$ cat src/rtl/mem_access_unit.sv
// mem_access_unit
//   Load/store unit between the execute stage and a split-handshake data bus.
//   One access is in flight at a time. Misaligned accesses never reach the bus
//   and instead complete with an address-error response. A flush cancels the
//   response of the current access, but a request already on the bus is never
//   withdrawn.
//
// Ports
//   cpu_clk_50M, cpu_rst_n     clock, asynchronous active-low reset
//   ex_valid/ex_load/ex_store  access request and type from execute
//   ex_size, ex_unsigned       0=byte 1=half 2=word 3=dword; zero-extend load
//   ex_addr, ex_wdata          effective address, LSB-aligned store data
//   ex_ready                   unit is idle and can accept a request
//   flush                      exception flush from the pipeline
//   data_req/wr/size/addr      bus address phase (held until data_addr_ok)
//   data_wdata, data_wstrb     lane-replicated store data and byte strobes
//   data_addr_ok, data_data_ok address accepted / data phase complete
//   data_rdata                 raw bus read data
//   resp_valid, resp_rdata     single-cycle completion pulse, formatted load data
//   resp_exc, badvaddr         00 none, 01 ADEL, 10 ADES; faulting address
//   mem_stall                  hold the pipeline while an access is in flight
//   fsm_state                  current FSM state, for observation
//
// Handshake: an access is accepted on a rising edge where ex_valid, a type bit
// and ex_ready are high and flush is low. A bus request is accepted on the
// edge where data_req and data_addr_ok are both high; its data phase completes
// on a later edge where data_data_ok is high.
module mem_access_unit #(
    parameter int ADDR_W = 32,
    parameter int DATA_W = 32
) (
    input  logic                  cpu_clk_50M,
    input  logic                  cpu_rst_n,
    input  logic                  ex_valid,
    input  logic                  ex_load,
    input  logic                  ex_store,
    input  logic [1:0]            ex_size,
    input  logic                  ex_unsigned,
    input  logic [ADDR_W-1:0]     ex_addr,
    input  logic [DATA_W-1:0]     ex_wdata,
    output logic                  ex_ready,
    input  logic                  flush,
    output logic                  data_req,
    output logic                  data_wr,
    output logic [1:0]            data_size,
    output logic [ADDR_W-1:0]     data_addr,
    output logic [DATA_W-1:0]     data_wdata,
    output logic [DATA_W/8-1:0]   data_wstrb,
    input  logic                  data_addr_ok,
    input  logic                  data_data_ok,
    input  logic [DATA_W-1:0]     data_rdata,
    output logic                  resp_valid,
    output logic [DATA_W-1:0]     resp_rdata,
    output logic [1:0]            resp_exc,
    output logic [ADDR_W-1:0]     badvaddr,
    output logic                  mem_stall,
    output logic [2:0]            fsm_state
);

    localparam int LANES  = DATA_W / 8;
    localparam int LANE_W = $clog2(LANES);

    typedef enum logic [2:0] {
        IDLE      = 3'd0,
        REQ       = 3'd1,
        WAIT_DATA = 3'd2,
        DRAIN     = 3'd3,
        EXC       = 3'd4
    } state_t;

    state_t              state;
    logic                lat_load;
    logic                lat_unsigned;
    logic [1:0]          lat_size;
    logic [LANE_W-1:0]   lat_lane;
    logic [ADDR_W-1:0]   lat_addr;
    logic                flushed;   // flush seen while the request is still on the bus

    logic                accept;
    logic                misaligned;

    // Copy the low 1/2/4 bytes of store data into every lane so the slave can
    // pick whichever lanes the strobe enables.
    function automatic logic [DATA_W-1:0] replicate_store(input logic [DATA_W-1:0] w,
                                                          input logic [1:0]        size);
        logic [DATA_W-1:0] r;
        r = w;
        for (int i = 0; i < LANES; i++) begin
            case (size)
                2'd0:    r[i*8 +: 8] = w[7:0];
                2'd1:    r[i*8 +: 8] = w[(i%2)*8 +: 8];
                2'd2:    r[i*8 +: 8] = w[(i%4)*8 +: 8];
                default: r[i*8 +: 8] = w[i*8 +: 8];
            endcase
        end
        return r;
    endfunction

    function automatic logic [LANES-1:0] store_strobe(input logic [1:0]        size,
                                                      input logic [LANE_W-1:0] lane);
        logic [LANES-1:0] base;
        case (size)
            2'd0:    base = LANES'(1);
            2'd1:    base = LANES'(3);
            2'd2:    base = LANES'(4'hF);
            default: base = '1;
        endcase
        return base << lane;
    endfunction

    // Move the addressed bytes down to bit 0, then sign- or zero-extend from
    // the access width.
    function automatic logic [DATA_W-1:0] format_load(input logic [DATA_W-1:0] rd,
                                                      input logic [LANE_W-1:0] lane,
                                                      input logic [1:0]        size,
                                                      input logic              uns);
        logic [DATA_W-1:0] shifted;
        logic [DATA_W-1:0] r;
        logic              ext;
        int                width;
        shifted = rd >> {lane, 3'b000};
        case (size)
            2'd0:    begin width = 8;      ext = shifted[7];        end
            2'd1:    begin width = 16;     ext = shifted[15];       end
            2'd2:    begin width = 32;     ext = shifted[31];       end
            default: begin width = DATA_W; ext = shifted[DATA_W-1]; end
        endcase
        ext = ext & ~uns;
        r = shifted;
        for (int b = 0; b < DATA_W; b++) begin
            if (b >= width) r[b] = ext;
        end
        return r;
    endfunction

    always_comb begin
        case (ex_size)
            2'd0:    misaligned = 1'b0;
            2'd1:    misaligned = ex_addr[0];
            2'd2:    misaligned = |ex_addr[1:0];
            // A dword cannot be carried on a 32-bit bus at all.
            default: misaligned = (DATA_W == 32) || (|ex_addr[2:0]);
        endcase
    end

    assign ex_ready  = (state == IDLE);
    assign mem_stall = (state != IDLE);
    assign fsm_state = state;
    assign accept    = ex_valid & (ex_load | ex_store) & ex_ready & ~flush;

    always_ff @(posedge cpu_clk_50M or negedge cpu_rst_n) begin
        if (!cpu_rst_n) begin
            state        <= IDLE;
            lat_load     <= 1'b0;
            lat_unsigned <= 1'b0;
            lat_size     <= 2'd0;
            lat_lane     <= '0;
            lat_addr     <= '0;
            flushed      <= 1'b0;
            data_req     <= 1'b0;
            data_wr      <= 1'b0;
            data_size    <= 2'd0;
            data_addr    <= '0;
            data_wdata   <= '0;
            data_wstrb   <= '0;
            resp_valid   <= 1'b0;
            resp_rdata   <= '0;
            resp_exc     <= 2'b00;
            badvaddr     <= '0;
        end else begin
            // Response outputs are pulses unless a completion sets them below.
            resp_valid <= 1'b0;
            resp_exc   <= 2'b00;

            case (state)
                IDLE: begin
                    if (accept) begin
                        // A type conflict (both bits set) is treated as a load.
                        lat_load     <= ex_load;
                        lat_unsigned <= ex_unsigned;
                        lat_size     <= ex_size;
                        lat_lane     <= ex_addr[LANE_W-1:0];
                        lat_addr     <= ex_addr;
                        flushed      <= 1'b0;
                        if (misaligned) begin
                            state <= EXC;
                        end else begin
                            state      <= REQ;
                            data_req   <= 1'b1;
                            data_wr    <= ~ex_load;
                            data_size  <= ex_size;
                            data_addr  <= ex_addr;
                            data_wdata <= ex_load ? '0 : replicate_store(ex_wdata, ex_size);
                            data_wstrb <= ex_load ? '0 : store_strobe(ex_size, ex_addr[LANE_W-1:0]);
                        end
                    end
                end

                REQ: begin
                    // The request stays on the bus even when flushed; the flush
                    // only redirects where the data phase goes.
                    if (flush) flushed <= 1'b1;
                    if (data_addr_ok) begin
                        data_req <= 1'b0;
                        state    <= (flushed || flush) ? DRAIN : WAIT_DATA;
                    end
                end

                WAIT_DATA: begin
                    if (data_data_ok) begin
                        state <= IDLE;
                        if (!flush) begin
                            resp_valid <= 1'b1;
                            resp_rdata <= lat_load
                                        ? format_load(data_rdata, lat_lane, lat_size, lat_unsigned)
                                        : '0;
                        end
                    end else if (flush) begin
                        state <= DRAIN;
                    end
                end

                DRAIN: begin
                    if (data_data_ok) state <= IDLE;
                end

                EXC: begin
                    state <= IDLE;
                    if (!flush) begin
                        resp_valid <= 1'b1;
                        resp_rdata <= '0;
                        resp_exc   <= lat_load ? 2'b01 : 2'b10;
                        badvaddr   <= lat_addr;
                    end
                end

                default: state <= IDLE;
            endcase
        end
    end

endmodule

$ cat config.mk
export PLATFORM = sky130hd
export DESIGN_NAME = mem_access_unit
export DESIGN_NICKNAME = d
export VERILOG_FILES = /design/src/rtl/mem_access_unit.sv
export SDC_FILE = /design/constraint.sdc
export NUM_CORES = 1
export LEC_CHECK = 0
export ABC_AREA = 1
export BUFFER_PORTS_ARGS = -buffer_cell sky130_fd_sc_hd__buf_2
export CORE_MARGIN = 4
export CORE_UTILIZATION = 35
export DETAILED_ROUTE_END_ITERATION = 8
export PLACE_DENSITY = 0.57
export RECOVER_POWER = 50
export SYNTH_ARGS = -nofsm -noshare
export SYNTH_HDL_FRONTEND = slang
export SYNTH_SLANG_ARGS = --single-unit
export TNS_END_PERCENT = 1
$ cat constraint.sdc
create_clock -name cpu_clk_50M -period 5.32 [get_ports cpu_clk_50M]
set_input_delay 1.064 -clock cpu_clk_50M [delete_from_list [all_inputs] [get_ports cpu_clk_50M]]
set_output_delay 1.064 -clock cpu_clk_50M [all_outputs]
set_load 0.01 [all_outputs]
=== Yosys cells after proc, flatten, opt, wreduce, memory -nomap -nowiden ===
Cells that the tools add are included.

* $lt $le $gt $ge: 32
* Equality and inequality tests: 16
* Shift-type cells: 2
* Multiplexer cells: 76
* Bitwise gates (word level): 9
* Reductions and logical operators: 16

{| class="wikitable"
|+ Operator list
! operator !! number
|-
| $ge 6x32->1 const A || 16
|-
| $ge 5x32->1 const A || 8
|-
| $mux 32 || 8
|-
| $ge 4x32->1 const A || 4
|-
| $ge 3x32->1 const A || 2
|-
| $pmux 32 s2 || 1
|-
| $mux 1 || 43
|-
| $ge 1x32->1 const A || 1
|-
| $ge 2x32->1 const A || 1
|-
| $shr 32x5->32 || 1
|-
| $mux 3 || 6
|-
| $mux 4 || 4
|-
| $mux 8 || 2
|-
| $pmux 8 s2 || 1
|-
| $ne 2x2->1 const B || 7
|-
| $pmux 3 s4 || 1
|-
| $pmux 6 s2 || 1
|-
| $reduce_and 4->1 || 3
|-
| $pmux 1 s2 || 4
|-
| $pmux 4 s2 || 1
|-
| $eq 3x2->1 const B || 2
|-
| $mux 2 || 3
|-
| $reduce_and 3->1 || 2
|-
| $and 1x1->1 || 4
|-
| other kinds (17) || 25
|}

* Register bits: 181
* Input bits: 107
* Output and inout bits: 144
* Logic and storage cells: 168

=== Logic depth before layout (Yosys ltp) ===
Gate-level depths: netlist (run 1).

* Depth in word-level cells: 11
* Mapped depth: 12
* Mapped depth without buffers: 11

=== Worst setup path after synthesis (run 1) ===
Ideal clock, no wire load.

* Path type: input port to flip-flop
* Start point: input ex_addr[0]
* End point: register data_addr[11]
* Library setup time: 0.133 ns
* Arrival time: 1.937 ns
* Required time: 5.187 ns
* Slack: 3.250 ns
* Cell stages on the path: 8
* Buffers on the path: 2
* Cell sequence: inv_1 > nand2_1 > o21ai_2 > nand2_4 > buf_6 > buf_6 > nand2_1 > o21ai_0

* Longest elaborated chain between the ends: 4

{| class="wikitable"
|+ RTL lines
! element !! RTL line !! RTL
|-
| start, declared || 39 || <nowiki>input logic [ADDR_W-1:0] ex_addr,</nowiki>
|-
| $reduce_or 2->1 || 140 || <nowiki>2'd2: misaligned = |ex_addr[1:0];</nowiki>
|-
| $pmux 1 s3 * || 137 || <nowiki>case (ex_size)</nowiki>
|-
| $not 1->1 (no line) * || n/a ||
|-
| $reduce_and 3->1 (no line) * || n/a ||
|-
| end signal, assigned || 192 || <nowiki>data_addr <= ex_addr;</nowiki>
|-
| end, declared || 46 || <nowiki>output logic [ADDR_W-1:0] data_addr,</nowiki>
|}

Every way passes the cells marked *; elsewhere a longest branch is shown, timed or not.
A chain may end at the register's enable or synchronous reset.

=== Final worst setup path (run 1) ===
* Start point: input flush
* End point: register state[0], in the netlist fsm_state[0]

* Longest elaborated chain between the ends: 4
* Elaborated cells on any way between the ends: 9
* Those cells by class: eq/ne (2); mux (3); bitwise (2); reduce/logical (2)

{| class="wikitable"
|+ RTL lines
! element !! RTL line !! RTL
|-
| start, declared || 42 || <nowiki>input logic flush,</nowiki>
|-
| $logic_or 1x1->1 / $not 1->1 (equally long branches) || n/a ||
|-
| $mux 1 / $and 1x1->1 (equally long branches) || 205, 149 ||
|-
| $mux 3 / $ne 2x1->1 (equally long branches) || n/a ||
|-
| $pmux 3 s4 / $reduce_and 4->1 (equally long branches) || n/a ||
|-
| end signal, assigned || 205 || <nowiki>state <= (flushed || flush) ? DRAIN : WAIT_DATA;</nowiki>
|-
| end, declared || 71 || <nowiki>state_t state;</nowiki>
|}

Several ways; a longest one is shown, not always the timed one. The select of a mux whose other input is x is not followed.

==> results.toml, run 1 <==
[outcome]
outcome = "complete, but fails checks"
violations = "max-capacitance violations, max-slew violations"

[global_route]
first_global_vias = 6395
grt_max_degree = 108
track_usage = 0.175
grt_overflow = 0
grt_pass1_wl_mm = 34.5
antenna_found_initial = 2

[placed_design]
portBuffers = 250
place_area_sq_um = 9230
hpwl_mm = 15.5
place.gp.congestion = 0.793

[cells_and_area]
postLayoutCellArea_sq_um = 9710
final_nets = 1219
antenna_cells = 0
layout-drive-gt1-share = 0.236
syn_to_final_growth_pct = 23.4

[timing]
relSlewSlack = -0.883
min_period_over_period = 0.701
skew_ps = 14.6
fin_crit_ps = 3730
slew_violations = 207
rsz0062_at_grt = "false"
hold_violations = 0
fmax_mhz = 268
finalSetupViolations = 0
worst_pin_slew_ps = 2820
final.setup.tns_ps = 0

[synthesis]
synth_xor_area_frac = 0
syn_inst = 887
synth_top_family_by_area = "simple AND/OR/NAND/NOR gates"
yosysMostFrequentCell = "nand2_1"
synth_mux_area_frac = 0.0429
yosys.area_share.adder = 0.00159
synthArstFlopShare = 1.00
synth_edf_count = 0
synthTopCellsByCount = "265 x nand2_1, 179 x dfrtp_1, 113 x o21ai_0, 71 x inv_1, 38 x nor2_1"
syn_nets = 995
synthSimpleGateAreaFrac = 0.180
yosysWarnings = 0
yosysTopAreaCell = "dfrtp_1"
syn_area_sq_um = 7870
synth.distinct_cells = 29
ys_seq_area_frac = 0.569
synth.area.top_cells = "dfrtp_1 57%, nand2_1 13%, o21ai_0 7.2%"
synth-main-ff-cell = "dfrtp_1"
syn_area_per_cell_sq_um = 8.87
netlist.area_leader.share = 0.569
synth-seq-cells = 179
synth-compound-area-share = 0.132

[die]
coreArea_sq_um = 22000
start_util = 0.358
design.die.area_sq_um = 24900
die_y_microns = 158
num_rows = 54
pin_count = 251
die_x_microns = 158

[critical_path]
critPathTopFamily = "buffers and inverters"
worst-path-max-fanout = 71
crit_buf_inv = 3
criticalPathCategory = "input pin to register"
path_common_cell = "nand2_1"
slowest_delay_ps = 2020
end_kind = "register"
required_ps = 5620
cp_slowest_cell = "clkbuf_1"
crit_arrival_ps = 4030
critPathLaunchType = "input pin"
path_cells = "buf_2 -> inv_1 -> nand2_1 -> nor2_1 -> nand2_2 -> clkbuf_1 -> nand2_1 -> nand3_1 -> nor2_2 -> nand2_1 -> o21ai_0"

[clock_network]
worstSkewPairLatency_ps = 430
numCtsBuffers = 17
cts_tree = "done"
path_clk_slew_ps = 70
clock-sinks = 179
cts-resized-gates = 0
cts-root-buf = "clkbuf_16"
cts_setup_buffers = 0
holdBufCountCts = 0
clock_path_buffers = 2
htreeDepth = 4

[drt]
via_per_inst = 4.72
drc = 0
wl_mm = 22.0
drt_iter0_markers = 332
drtAntennaViolNets = 0
drtPass1Iterations = 5
wl_per_cell_microns = 15.7
vias = 6627

[power_and_ir_drop]
powerDensity_nw_per_um2 = 585
p_leak_nw = 5.17
vdd_ir_drop_max_mv = 0.213

[run]
max-cap-violations = 3

[min_path]
hp-class = "register to register"
-- layer usage --
metal | wire length [microns] | up-vias | GRT usage
li1 | - | 3299 | -
met1 | 10100 | 3108 | 0.243
met2 | 10100 | 202 | 0.276
met3 | 1600 | 16 | 0.0435
met4 | 248 | 2 | 0.0504
met5 | 12 | - | 0
-- layout make-up --
class | instances | area (sq um)
Fill cell | 2272 | 12200
Sequential cell | 179 | 4480
Multi-Input combinational cell | 580 | 2790
Timing Repair Buffer | 254 | 1190
Clock buffer | 18 | 439
Tap cell | 280 | 350
Inverter | 79 | 297
Clock inverter | 14 | 164
-- worst paths after layout --
path	start	end	slack, ps	depth (start not counted)
max	flush	fsm_state[0]$_DFFE_PN0P_	1590	11
min	lat_load$_DFFE_PN0P_	resp_exc[1]$_DFF_PN0_	420	1
min reg2reg	lat_load$_DFFE_PN0P_	resp_exc[1]$_DFF_PN0_	420	1
max reg2reg	fsm_state[1]$_DFFE_PN0P_	fsm_state[0]$_DFFE_PN0P_	1870	10
max in group asynchronous	cpu_rst_n	resp_rdata[23]$_DFFE_PN0P_	2250	2
min in group asynchronous	cpu_rst_n	badvaddr[8]$_DFFE_PN0P_	1370	1
-- placed cells by master, fill, tap and decap left out, drive strengths merged --
cell        n
inv        83
clkinv      9
clkinvlp    1
a21oi      39
nor3        2
o22ai       8
buf       179
ha          1
nand2     272
o211a       1
clkbuf     93
o31ai       1
nor2       42
mux2       30
dfrtp     179
nand3      34
o21ai     149
o211ai      1
-- registers in the layout (all words and copies together) (netlist names) --
| register | cells |
|---|---|
| lat_lane | 1 |
| data_req | 1 |
| resp_valid | 1 |
| resp_rdata | 32 |
| lat_addr | 31 |
| data_size | 2 |
| badvaddr | 32 |
| resp_exc | 2 |
| data_wstrb | 4 |
| data_wdata | 32 |
| fsm_state | 3 |
| lat_unsigned | 1 |
| data_addr | 32 |
| flushed | 1 |
| lat_load | 1 |
| lat_size | 2 |
| data_wr | 1 |
-- power breakdown --
group	internal (W)	switching [W]	leakage, nW
Clock	0.000646	0.000610	0.291
Sequential	0.00197	0.000374	2.30
Combinational	0.000786	0.00129	2.58
-- cell families after synthesis --
logic type,after synthesis
mux,30
fa+ha+maj,1
flops,179
simple gates,350
compound gates,199
buf+inv,128
-- per-stage QoR --
step	cells	setup WS, ps	power (W)	utilization	hold WS, ps
6_report	1404	1590	0.00568	0.442	420
4_1_cts	1404	2590	0.00583	0.448	423
3_3_place_gp	1372	2200	0.00450	0.420	417
2_1_floorplan	887	3250	0.00364	-	403
5_1_grt	1404	1190	0.00613	0.442	445
3_5_place_dp	1372	2160	0.00454	0.420	414
Note: power is estimated with default switching activity, not from simulation.
==> run 2: changes to the inputs <==
--- a/config.mk
+++ b/config.mk
@@ -10,7 +10,7 @@
 export CORE_MARGIN = 4
 export CORE_UTILIZATION = 35
 export DETAILED_ROUTE_END_ITERATION = 8
-export PLACE_DENSITY = 0.57
+export PLACE_DENSITY = 0.59
 export RECOVER_POWER = 50
 export SYNTH_ARGS = -nofsm -noshare
 export SYNTH_HDL_FRONTEND = slang
==> constraint.sdc (replaced) <==
create_clock -name cpu_clk_50M -period 3 [get_ports cpu_clk_50M]
set_input_delay 0.6 -clock cpu_clk_50M [delete_from_list [all_inputs] [get_ports cpu_clk_50M]]
set_output_delay 0.6 -clock cpu_clk_50M [all_outputs]
set_load 0.01 [all_outputs]
==> run 2 against run 1 <==
Effect of this change: the flow still finishes with violations (max-capacitance violations, max-slew violations); first-iteration DRC count grew 24%; core utilization is 0.42 points higher; sequential power rose by 76%; combinational power grew 80%; sequential share of layout area fell by 0.43 points; critical endpoint is now data_wdata[12]$_DFFE_PN0P_; largest power group unchanged.
==> results.toml, run 2 (synthesis gave the netlist of run 1 again) <==
[die]
num_rows = 54
coreArea_sq_um = 22000
die_x_microns = 158
start_util = 0.358
pin_count = 251
design.die.area_sq_um = 24900
die_y_microns = 158

[cells_and_area]
syn_to_final_growth_pct = 24.5
fillers = 2244
layout_common_cells = "268 x nand2_1, 188 x buf_2, 179 x dfrtp_1"
antenna_cells = 0
final_nets = 1227
final_common_cell = "nand2_1"
layoutNonFillerInstCount = 1412
layout-drive-gt1-share = 0.249
utilization = 0.446

[outcome]
outcome = "complete, but fails checks"
violations = "max-capacitance violations, max-slew violations"

[timing]
slew_violations = 78
finalSetupViolations = 0
min_period_over_period = 0.760
fmax_mhz = 438
worst_pin_slew_ps = 1980
rsz0062_at_grt = "false"
fin_crit_ps = 2280
final.setup.tns_ps = 0
relSlewSlack = -0.321
hold-worst-slack_ps = 391
worst_slack_ps = 719
skew_ps = 14.4
hold_violations = 0

[drt]
vias = 6669
drtPass1Iterations = 4
wl_per_cell_microns = 15.8
drtAntennaViolNets = 0
via_per_inst = 4.72
drc = 0
drt_iter0_markers = 413
wl_mm = 22.3

[critical_path]
worst-path-max-fanout = 67
slowest_delay_ps = 430
crit_arrival_ps = 2560
crit_buf_inv = 3
path_cells = "inv_1 -> nand2_1 -> nor2_4 -> nand2_1 -> inv_1 -> nand2_4 -> buf_12 -> nand2_1 -> o21ai_0"
criticalPathCategory = "register to register"
end_kind = "register"
critPathTopFamily = "simple AND/OR/NAND/NOR gates"
required_ps = 3280
path_common_cell = "nand2_1"
cp_slowest_cell = "dfrtp_1"
critPathLaunchType = "register"

[clock_network]
cts_tree = "done"
path_clk_slew_ps = 70
numCtsBuffers = 17
clock_path_buffers = 2
cts_setup_buffers = 0
holdBufCountCts = 0
htreeDepth = 4
worstSkewPairLatency_ps = 430
cts-root-buf = "clkbuf_16"
cts-resized-gates = 0
clock-sinks = 179

[run]
max-cap-violations = 1

[placed_design]
dp.cells = 1380
hpwl_mm = 15.9
portBuffers = 250
post-place-ws_ps = 752
place.gp.congestion = 0.783

[power_and_ir_drop]
vdd_ir_drop_max_mv = 0.350
powerDensity_nw_per_um2 = 1030
p_leak_nw = 5.28

[global_route]
first_global_vias = 6427
track_usage = 0.176
grt_pass1_wl_mm = 34.5
grt_max_degree = 79
antenna_found_initial = 1
grt_overflow = 0

[min_path]
hp-class = "input pin to register"
run 2: cell count changes in the layout (fill, tap and decap cells not counted), sizes merged:
cell      previous run  this run
buf                179       196
clkbuf              93        83
clkinv               9        10
clkinvlp             1         0
inv                 83        84
run 2: worst paths after layout:
check | from | to | slack [ps] | cells after the start
setup / recovery | fsm_state[1]$_DFFE_PN0P_ | data_wdata[12]$_DFFE_PN0P_ | 720 | 9
hold / removal | ex_unsigned | lat_unsigned$_DFFE_PN0P_ | 390 | 3
setup reg to reg | fsm_state[1]$_DFFE_PN0P_ | data_wdata[12]$_DFFE_PN0P_ | 720 | 9
hold reg to reg | lat_load$_DFFE_PN0P_ | resp_exc[1]$_DFF_PN0_ | 420 | 1
max in group asynchronous | cpu_rst_n | data_addr[18]$_DFFE_PN0P_ | 810 | 2
min in group asynchronous | cpu_rst_n | lat_addr[12]$_DFFE_PN0P_ | 700 | 1
run 2: routing by layer:
layer,vias up,global-route usage,wire (microns)
li1,3327,-,-
met1,3101,0.244,10300
met2,213,0.270,9850
met3,26,0.0530,1740
met4,2,0.0508,334
met5,-,0,13
run 2: final cells by class:
type | instances | area [sq um] | share of cell area
clock buffers | 17 | 425 | 0.0434
clock inverters | 15 | 180 | 0.0184
inverters | 79 | 297 | 0.0303
multi-input cells | 580 | 2790 | 0.285
flip-flops and latches | 179 | 4480 | 0.457
well taps | 280 | 350 | 0.0357
repair buffers | 262 | 1280 | 0.131
run 2: worst min-delay path: cells and delay by family:
kind | cells | cell delay, ps
and+or+nand+nor | 2 | 90
buffers and inverters | 1 | 90
run 2: through the flow:
step | area [sq um] | power (W)
after floorplan | 7870 | 0.00645
after global placement | 9310 | 0.00800
after detailed placement | 9310 | 0.00807
after CTS | 9920 | 0.0104
after global routing | 9800 | 0.0109
final | 9800 | 0.0101
run 2: power breakdown:
part	internal [W]	total, W	leakage (nW)	switching, W
logic	0.00142	0.00375	2.68	0.00233
clock network	0.00113	0.00226	0.295	0.00113
registers	0.00349	0.00412	2.30	0.000630
==> run 3: changes to the inputs <==
--- a/config.mk
+++ b/config.mk
@@ -10,7 +10,7 @@
 export CORE_MARGIN = 4
 export CORE_UTILIZATION = 35
 export DETAILED_ROUTE_END_ITERATION = 8
-export PLACE_DENSITY = 0.59
+export PLACE_DENSITY = 0.57
 export RECOVER_POWER = 50
 export SYNTH_ARGS = -nofsm -noshare
 export SYNTH_HDL_FRONTEND = slang
==> constraint.sdc (replaced) <==
create_clock -name cpu_clk_50M -period 2.1 [get_ports cpu_clk_50M]
set_input_delay 0.42 -clock cpu_clk_50M [delete_from_list [all_inputs] [get_ports cpu_clk_50M]]
set_output_delay 0.42 -clock cpu_clk_50M [all_outputs]
set_load 0.01 [all_outputs]
==> run 3 against run 2 <==
Effect of this change: the flow now finishes without violations; final cell count rose by 0.78%; combinational power rose by 46%; die area did not move; sequential power rose by 42%; register-to-register slack got worse by 450 ps; via count fell by 0.31%; clock skew fell by 3.0 ps; non-clock buffer count rose by 10; critical path depth fell by 4.
==> results.toml, run 3 (synthesis gave the netlist of run 1 again) <==
[outcome]
outcome = "finished, final reports clean"

[die]
die_x_microns = 158
design.die.area_sq_um = 24900
start_util = 0.358
die_y_microns = 158
pin_count = 251
num_rows = 54
coreArea_sq_um = 22000

[run]
max-cap-violations = 0

[timing]
fin_crit_ps = 1840
slew_violations = 0
relSlewSlack = 0.271
finalSetupViolations = 0
min_period_over_period = 0.876
rsz0062_at_grt = "false"
skew_ps = 11.4
fmax_mhz = 544
worst_pin_slew_ps = 1090
hold_violations = 0
hold-worst-slack_ps = 205
final.setup.tns_ps = 0

[drt]
wl_per_cell_microns = 15.4
drc = 0
drtAntennaViolNets = 0
drtPass1Iterations = 5
wl_mm = 22.0
vias = 6648
drt_iter0_markers = 292
via_per_inst = 4.67

[critical_path]
criticalPathCategory = "register to primary output"
slowest_delay_ps = 420
critPathTopFamily = "flip-flops"
crit_buf_inv = 3
required_ps = 1680
end_kind = "primary output"
r2r-end = "resp_rdata[21]$_DFFE_PN0P_"
worst-path-max-fanout = 6
cp_slowest_cell = "dfrtp_1"
path_cells = "inv_2 -> nand2_2 -> nor2_4 -> inv_1 -> buf_2"
critPathLaunchType = "register"
crit_arrival_ps = 1420
reg2reg_depth = 6
reg2reg_from = "lat_size[0]$_DFFE_PN0P_"
r2r_slack_ps = 270

[clock_network]
cts_tree = "done"
cts-root-buf = "clkbuf_16"
worstSkewPairLatency_ps = 420
numCtsBuffers = 17
path_clk_slew_ps = 70
clock_path_buffers = 2
htreeDepth = 4
holdBufCountCts = 1
clock-sinks = 179
cts_setup_buffers = 0
cts-resized-gates = 0

[power_and_ir_drop]
swShare = 0.392
powerDensity_nw_per_um2 = 1480
p_sw_w = 0.00575
seqPwrFrac = 0.398
p_comb_frac = 0.372
p_leak_nw = 5.31
vdd_ir_drop_max_mv = 0.565
internal_power_w = 0.00893
clkPwrFrac = 0.230

[global_route]
grt_max_degree = 59
track_usage = 0.179
antenna_found_initial = 3
first_global_vias = 6543
grt_pass1_wl_mm = 35.3
grt_overflow = 0

[min_path]
min_to = "lat_unsigned$_DFFE_PN0P_"
hp-class = "input pin to register"
hold_depth = 3
hold_path.startpoint = "ex_unsigned"

[cells_and_area]
layout_common_cells = "266 x nand2_1, 182 x buf_2, 179 x dfrtp_1"
postLayoutCellArea_sq_um = 9930
final_nets = 1237
layout-drive-gt1-share = 0.253
final_common_cell = "nand2_1"
syn_to_final_growth_pct = 26.2

[placed_design]
portBuffers = 250
place.gp.congestion = 0.820
place_area_sq_um = 9430
hpwl_mm = 16.2
## run 3: final cells by class
| cell class | instances | area, sq um |
|---|---|---|
| antenna | 1 | 2.50 |
| clock buffer | 17 | 425 |
| clock inverter | 15 | 213 |
| fill | 2280 | 12000 |
| inverter | 79 | 297 |
| multi-input combinational | 580 | 2800 |
| sequential | 179 | 4480 |
| tap | 280 | 350 |
| timing repair buffer | 272 | 1370 |
## run 3: worst max-delay path by stage
stage                                   startpoint                         end  slack (ps)  cells after the start
after floorplan            lat_size[0]$_DFFE_PN0P_  resp_rdata[16]$_DFFE_PN0P_         270                     11
after global placement                     ex_load   data_addr[24]$_DFFE_PN0P_         230                      8
after detailed placement                   ex_load   data_addr[27]$_DFFE_PN0P_         210                      8
after CTS                 fsm_state[1]$_DFFE_PN0P_                   mem_stall         200                      5
after global routing                     cpu_rst_n    badvaddr[26]$_DFFE_PN0P_          10                      3
final                     fsm_state[1]$_DFFE_PN0P_                   mem_stall         260                      5
## run 3: through the flow
stage / utilization / instances / setup WS (ps) / power, W
floorplan: - / 887 / 269 / 0.00921
global placement: 0.429 / 1389 / 234 / 0.0115
detailed placement: 0.429 / 1389 / 211 / 0.0116
CTS: 0.459 / 1422 / 200 / 0.0151
global route: 0.452 / 1422 / 12.4 / 0.0159
finish: 0.452 / 1423 / 261 / 0.0147
## run 3: metal layers
| metal | GRT usage | vias up | wire [microns] |
|---|---|---|---|
| met5 | 0 | - | 21 |
| li1 | - | 3341 | - |
| met4 | 0.0491 | 4 | 288 |
| met1 | 0.248 | 3089 | 9970 |
| met2 | 0.277 | 193 | 9880 |
| met3 | 0.0511 | 21 | 1800 |
## run 3: tightest hold or removal path: stages
cell     delay, ps
buf_2           80
nand2_1         40
nand2_1         50
## run 3: power groups by stage
stage / Clock [W] / Combinational (W) / Sequential (W)
6_report: 0.00337 / 0.00547 / 0.00584
5_1_grt: 0.00365 / 0.00623 / 0.00605
4_1_cts: 0.00348 / 0.00576 / 0.00584
3_5_place_dp: 0 / 0.00576 / 0.00588
3_3_place_gp: 0 / 0.00567 / 0.00588
2_1_floorplan: 0 / 0.00286 / 0.00635
